## src/rtl/alu_mc.sv

```systemverilog
// alu_mc -- multi-cycle ALU with a start/done handshake.
//
// Single-cycle ops (AND, OR, ADD, XOR, SHL, SHR, SUB) pass through EXEC.
// MUL passes through MUL for WIDTH shift-add iterations plus one cycle
// that registers the result.
// result and sreg only change on the edge that enters DONE.
//
// Ports:
//   clk     : sole clock, rising edge
//   rst_n   : synchronous active-low reset
//   start   : request, accepted only in IDLE or DONE
//   ALUOp   : operation select (latched on accept)
//   a, b    : operands (latched on accept)
//   result  : registered result
//   sreg    : registered status {V,N,Z,C}
//   busy    : high in EXEC and MUL
//   done    : one-cycle pulse in DONE
module alu_mc #(
    parameter int WIDTH = 16
) (
    input  logic             clk,
    input  logic             rst_n,
    input  logic             start,
    input  logic [2:0]       ALUOp,
    input  logic [WIDTH-1:0] a,
    input  logic [WIDTH-1:0] b,
    output logic [WIDTH-1:0] result,
    output logic [3:0]       sreg,
    output logic             busy,
    output logic             done
);
    localparam int SHW = $clog2(WIDTH);
    localparam int CW  = SHW + 1;
    localparam logic [CW-1:0] CNT_LAST = CW'(WIDTH);

    localparam logic [2:0] OP_AND = 3'b000;
    localparam logic [2:0] OP_OR  = 3'b001;
    localparam logic [2:0] OP_ADD = 3'b010;
    localparam logic [2:0] OP_XOR = 3'b011;
    localparam logic [2:0] OP_SHL = 3'b100;
    localparam logic [2:0] OP_SHR = 3'b101;
    localparam logic [2:0] OP_SUB = 3'b110;
    localparam logic [2:0] OP_MUL = 3'b111;

    typedef enum logic [1:0] {IDLE, EXEC, MUL, DONE} state_t;

    state_t state_reg, state_next;

    logic [WIDTH-1:0]   a_reg, b_reg;
    logic [2:0]         op_reg;
    logic [CW-1:0]      cnt_reg;
    logic [2*WIDTH-1:0] prod_reg;

    logic accept;
    assign accept = start && (state_reg == IDLE || state_reg == DONE);
    assign busy   = (state_reg == EXEC) || (state_reg == MUL);
    assign done   = (state_reg == DONE);

    // ---------------- FSM ----------------
    always_ff @(posedge clk) begin
        if (!rst_n) state_reg <= IDLE;
        else        state_reg <= state_next;
    end

    always_comb begin
        state_next = state_reg;
        case (state_reg)
            IDLE, DONE: begin
                if (start) state_next = (ALUOp == OP_MUL) ? MUL : EXEC;
                else       state_next = IDLE;
            end
            EXEC:    state_next = DONE;
            MUL:     if (cnt_reg == CNT_LAST) state_next = DONE;
            default: state_next = IDLE;
        endcase
    end

    // ---------------- bitwise ops ----------------
    logic [WIDTH-1:0] and_v, or_v, xor_v;
    genvar gi;
    generate
        for (gi = 0; gi < WIDTH; gi++) begin : g_bitwise
            assign and_v[gi] = a_reg[gi] & b_reg[gi];
            assign or_v[gi]  = a_reg[gi] | b_reg[gi];
            assign xor_v[gi] = a_reg[gi] ^ b_reg[gi];
        end
    endgenerate

    // ---------------- single-cycle datapath ----------------
    logic [SHW-1:0]   shamt;
    logic [WIDTH:0]   add_w, sub_w, shl_w, shr_w;
    logic [WIDTH-1:0] exec_res;
    logic             exec_c, exec_v;

    assign shamt = b_reg[SHW-1:0];
    assign add_w = {1'b0, a_reg} + {1'b0, b_reg};
    // Bit WIDTH of the extended difference is the unsigned borrow.
    assign sub_w = {1'b0, a_reg} - {1'b0, b_reg};
    // One guard bit catches the last bit shifted out; it stays 0 for shamt 0.
    assign shl_w = {1'b0, a_reg} << shamt;
    assign shr_w = {a_reg, 1'b0} >> shamt;

    always_comb begin
        exec_res = '0;
        exec_c   = 1'b0;
        exec_v   = 1'b0;
        case (op_reg)
            OP_AND: exec_res = and_v;
            OP_OR:  exec_res = or_v;
            OP_XOR: exec_res = xor_v;
            OP_ADD: begin
                exec_res = add_w[WIDTH-1:0];
                exec_c   = add_w[WIDTH];
                exec_v   = (a_reg[WIDTH-1] == b_reg[WIDTH-1]) &&
                           (add_w[WIDTH-1] != a_reg[WIDTH-1]);
            end
            OP_SUB: begin
                exec_res = sub_w[WIDTH-1:0];
                exec_c   = sub_w[WIDTH];
                exec_v   = (a_reg[WIDTH-1] != b_reg[WIDTH-1]) &&
                           (sub_w[WIDTH-1] != a_reg[WIDTH-1]);
            end
            OP_SHL: begin
                exec_res = shl_w[WIDTH-1:0];
                exec_c   = shl_w[WIDTH];
            end
            OP_SHR: begin
                exec_res = shr_w[WIDTH:1];
                exec_c   = shr_w[0];
            end
            default: ;
        endcase
    end

    // ---------------- shift-add multiplier ----------------
    // prod_reg = {accumulator, multiplier}. Each step adds the multiplicand
    // into the upper half when the multiplier LSB is set, then shifts the
    // whole pair right; after WIDTH steps it holds the full product.
    logic [WIDTH:0] mul_sum;
    assign mul_sum = {1'b0, prod_reg[2*WIDTH-1:WIDTH]} +
                     {1'b0, (prod_reg[0] ? a_reg : {WIDTH{1'b0}})};

    // ---------------- final result selection ----------------
    logic [WIDTH-1:0] fin_res;
    logic             fin_c, fin_v, fin_load;

    always_comb begin
        fin_res = exec_res;
        fin_c   = exec_c;
        fin_v   = exec_v;
        if (state_reg == MUL) begin
            fin_res = prod_reg[WIDTH-1:0];
            fin_c   = |prod_reg[2*WIDTH-1:WIDTH];
            fin_v   = 1'b0;
        end
    end

    assign fin_load = (state_reg == EXEC) ||
                      (state_reg == MUL && cnt_reg == CNT_LAST);

    always_ff @(posedge clk) begin
        if (!rst_n) begin
            a_reg    <= '0;
            b_reg    <= '0;
            op_reg   <= '0;
            cnt_reg  <= '0;
            prod_reg <= '0;
            result   <= '0;
            sreg     <= '0;
        end else begin
            if (accept) begin
                a_reg    <= a;
                b_reg    <= b;
                op_reg   <= ALUOp;
                cnt_reg  <= '0;
                prod_reg <= {{WIDTH{1'b0}}, b};
            end else if (state_reg == MUL && cnt_reg != CNT_LAST) begin
                prod_reg <= {mul_sum, prod_reg[WIDTH-1:1]};
                cnt_reg  <= cnt_reg + 1'b1;
            end
            if (fin_load) begin
                result <= fin_res;
                sreg   <= {fin_v, fin_res[WIDTH-1], (fin_res == '0), fin_c};
            end
        end
    end
endmodule

```

## config.mk

```make
export PLATFORM = sky130hd
export DESIGN_NAME = alu_mc
export DESIGN_NICKNAME = d
export VERILOG_FILES = /design/src/rtl/alu_mc.sv
export SDC_FILE = /design/constraint.sdc
export NUM_CORES = 1
export LEC_CHECK = 0
export ABC_CLOCK_PERIOD_IN_PS = 4100
export BUFFER_PORTS_ARGS = -buffer_cell sky130_fd_sc_hd__buf_2
export CAP_MARGIN = 40
export CORE_MARGIN = 5
export CORE_UTILIZATION = 55
export DETAILED_ROUTE_END_ITERATION = 12
export PLACE_DENSITY = 0.83
export SLEW_MARGIN = 30
export SYNTH_ARGS = -nofsm -noshare
export SYNTH_HDL_FRONTEND = slang
export SYNTH_SLANG_ARGS = --single-unit
```

## constraint.sdc

```tcl
create_clock -name clk -period 4.1 [get_ports clk]
set_input_delay 0.205 -clock clk [delete_from_list [all_inputs] [get_ports clk]]
set_output_delay 0.205 -clock clk [all_outputs]
set_load 0.01 [all_outputs]
```

==> impl_metrics.tcl <==
set metrics [dict create \
    clock-sinks 93 \
    synth.area.top_cells "dfxtp_1, ha_1, nand2_1" \
    p_leak_uw 0.00381 \
    die_h_um 137 \
    synth_cell_types 78 \
    via_count 9494 \
    power_frac_seq 0.255 \
    clockPowerShare 0.152 \
    min_path_type "primary input to flip-flop" \
    grt_max_degree 71 \
    min_period_ns 3.59 \
    max_freq_mhz 279 \
    ys_ff_latch 93 \
    grt.overflow.total 0 \
    vias_per_cell 6.70 \
    hpwl_mm 24.5 \
    ir_drop_v 0.000687 \
    combPwrFrac 0.593 \
    crit_fanout 13 \
    cap_violations 0 \
    power_switching_uw 2650 \
    largest_register_ffs 32 \
    syn_inst 1175 \
    hold_viol_final 0 \
    fin_ws_ns 0.511 \
    outcome "finished clean" \
    skew_ns 0.0109 \
    hold_buffers 0 \
    antenna_found_initial 0 \
    die_x_um 137 \
    worstSetupEndpointType "flip-flop" \
    syn2layout_area_growth_pct 9.17 \
    relSlewSlack 0.480 \
    powerDensity_nw_per_um2 550 \
    core_area_um2 15800 \
    internal_power_uw 2650 \
    cts_tree "built" \
    syn_area_um2 8830 \
    htree_levels 3 \
    critical_path_class "flip-flop to flip-flop" \
    clk_pin_slew_ns 0.08 \
    timing.final.crit_share 0.875 \
    clock_latency_ns 0.35 \
    yosys.area.top_type_share 0.211 \
    final_cell_mix "nand2_1, a21oi_1, nor2_1" \
    cts_setup_buffers 0 \
    cts.path.max_buffers 2 \
    start_util 0.558 \
    cts_buffers 9 \
    fillCellCount 1405 \
    post_drt_wl_per_cell_um 23.0 \
    place_ws_ns 0.604 \
    gp_congestion 1.09 \
    yosysSeqAreaShare 0.211 \
    drt_first_pass_iters 6 \
    synth_edf_count 0 \
    grt_pass1_wl_mm 50.3 \
    netSwitchingFraction 0.500 \
    antenna_cells 0 \
    stdcell_area_um2 9640 \
    final_common_cell "nand2_1" \
    critPathArrivalTime_ns 3.85 \
    ios 60 \
    synth_ff_type "dfxtp_1" \
    grt_pass1_vias 8787 \
    drt_iter0_markers 1349 \
    yosysWarnings 0 \
    drive_above_1_share 0.144 \
    layout.nets 1309 \
    ys_async_sr_fraction 0 \
    route.detailed.drc 0 \
    drv_slew 0 \
    synth_largest_area_cell "dfxtp_1" \
    worstMarginPinSlew_ns 0.769 \
    worst_setup_path_start_kind "flip-flop" \
    dieArea_um2 18700 \
    io_buffers 59 \
    grt_use_total 0.349 \
    cts-root-buf "clkbuf_16" \
    tns_ns 0 \
    worstPathRequired_ns 4.36 \
    dpl_cell_area_um2 9350 \
    wirelength_mm 32.6 \
    detail-route-antenna-nets 0 \
    syn_area_per_cell_um2 7.52 \
    rsz0062_at_grt "false" \
    finalSetupViolCount 0 \
    rows 46 \
    synth_nets 1287 \
    cts-resized-gates 0 \
]
-- power by group through the flow --
stage | sequential (µW) | clock [µW] | combinational [µW]
after floorplan | 1260 | 0 | 2140
after global placement | 1340 | 0 | 3020
after detailed placement | 1350 | 0 | 3020
after CTS | 1330 | 821 | 3040
after global routing | 1370 | 852 | 3360
final | 1350 | 808 | 3140
-- path summary, 6_finish.rpt --
check                                        startpoint                      end  slack, ns  depth (start not counted)
worst min-delay path                              a[14]   a_reg[14]$_SDFFE_PN0P_       0.09                          3
worst max register to register    a_reg[1]$_SDFFE_PN0P_     sreg[1]$_SDFFE_PN0P_       0.51                         11
worst max-delay path              a_reg[1]$_SDFFE_PN0P_     sreg[1]$_SDFFE_PN0P_       0.51                         11
worst min register to register  result[12]$_SDFFE_PN0P_  result[12]$_SDFFE_PN0P_       0.47                          2
-- cells in the mapped netlist (all sizes together), types with 12 or more instances --
cell / number
a211oi: 17
a21o: 13
a21oi: 100
a22oi: 15
a311oi: 17
and2: 24
buf: 34
clkbuf: 62
dfxtp: 93
ha: 71
inv: 67
mux2i: 26
mux4: 23
nand2: 175
nand2b: 16
nand3: 24
nor2: 98
nor2b: 14
nor3: 23
nor4: 16
o211ai: 12
o21ai: 44
-- logic make-up (layout without fill, tap and decap cells) --
| family | count (synthesis) | in the layout | share of synthesized area |
|---|---|---|---|
| compound gates | 318 | 318 | 0.245 |
| xor+xnor | 17 | 17 | 0.0169 |
| fa+ha+maj | 74 | 74 | 0.107 |
| buf+inv | 163 | 190 | 0.0771 |
| flops | 93 | 93 | 0.211 |
| mux | 53 | 53 | 0.0932 |
| simple gates | 457 | 457 | 0.249 |
-- routing by layer --
layer	wire, µm	part of all wire	vias to the layer above	GRT usage
met5	0	0	-	0
li1	-	-	4291	-
met1	13300	0.41	4438	0.481
met2	13700	0.42	644	0.512
met4	1680	0.052	0	0.159
met3	3910	0.12	121	0.0893
-- cell type report --
| class | count | area, µm² | share of cell area |
|---|---|---|---|
| flip-flops and latches | 93 | 1860 | 0.193 |
| repair buffers | 107 | 669 | 0.0694 |
| clock inverters | 7 | 66.3 | 0.00688 |
| well taps | 216 | 270 | 0.0280 |
| inverters | 67 | 251 | 0.0261 |
| clock buffers | 9 | 225 | 0.0234 |
| multi-input cells | 919 | 6290 | 0.653 |
-- stage by stage --
step                utilization  std cells  hold WS [ns]  total power [µW]
finish                    0.609       1418        0.0949              5300
global route              0.609       1418         0.104              5580
CTS                       0.609       1418        0.0855              5200
detailed placement        0.591       1402         0.452              4380
global placement          0.590       1400         0.449              4360
floorplan                     -       1175         0.341              3400
-- worst max-delay path, cell delays in order (launching register included) --
cell	delay, ns
dfxtp_1	0.63
inv_1	0.19
fa_1	0.56
and2_1	0.12
o32ai_1	0.07
a222oi_1	0.43
a31oi_1	0.32
a2111oi_4	0.36
nand4_1	0.19
nor4_2	0.28
nand4bb_1	0.15
o41ai_2	0.20
No activity file was read; power rests on OpenSTA's default activity.
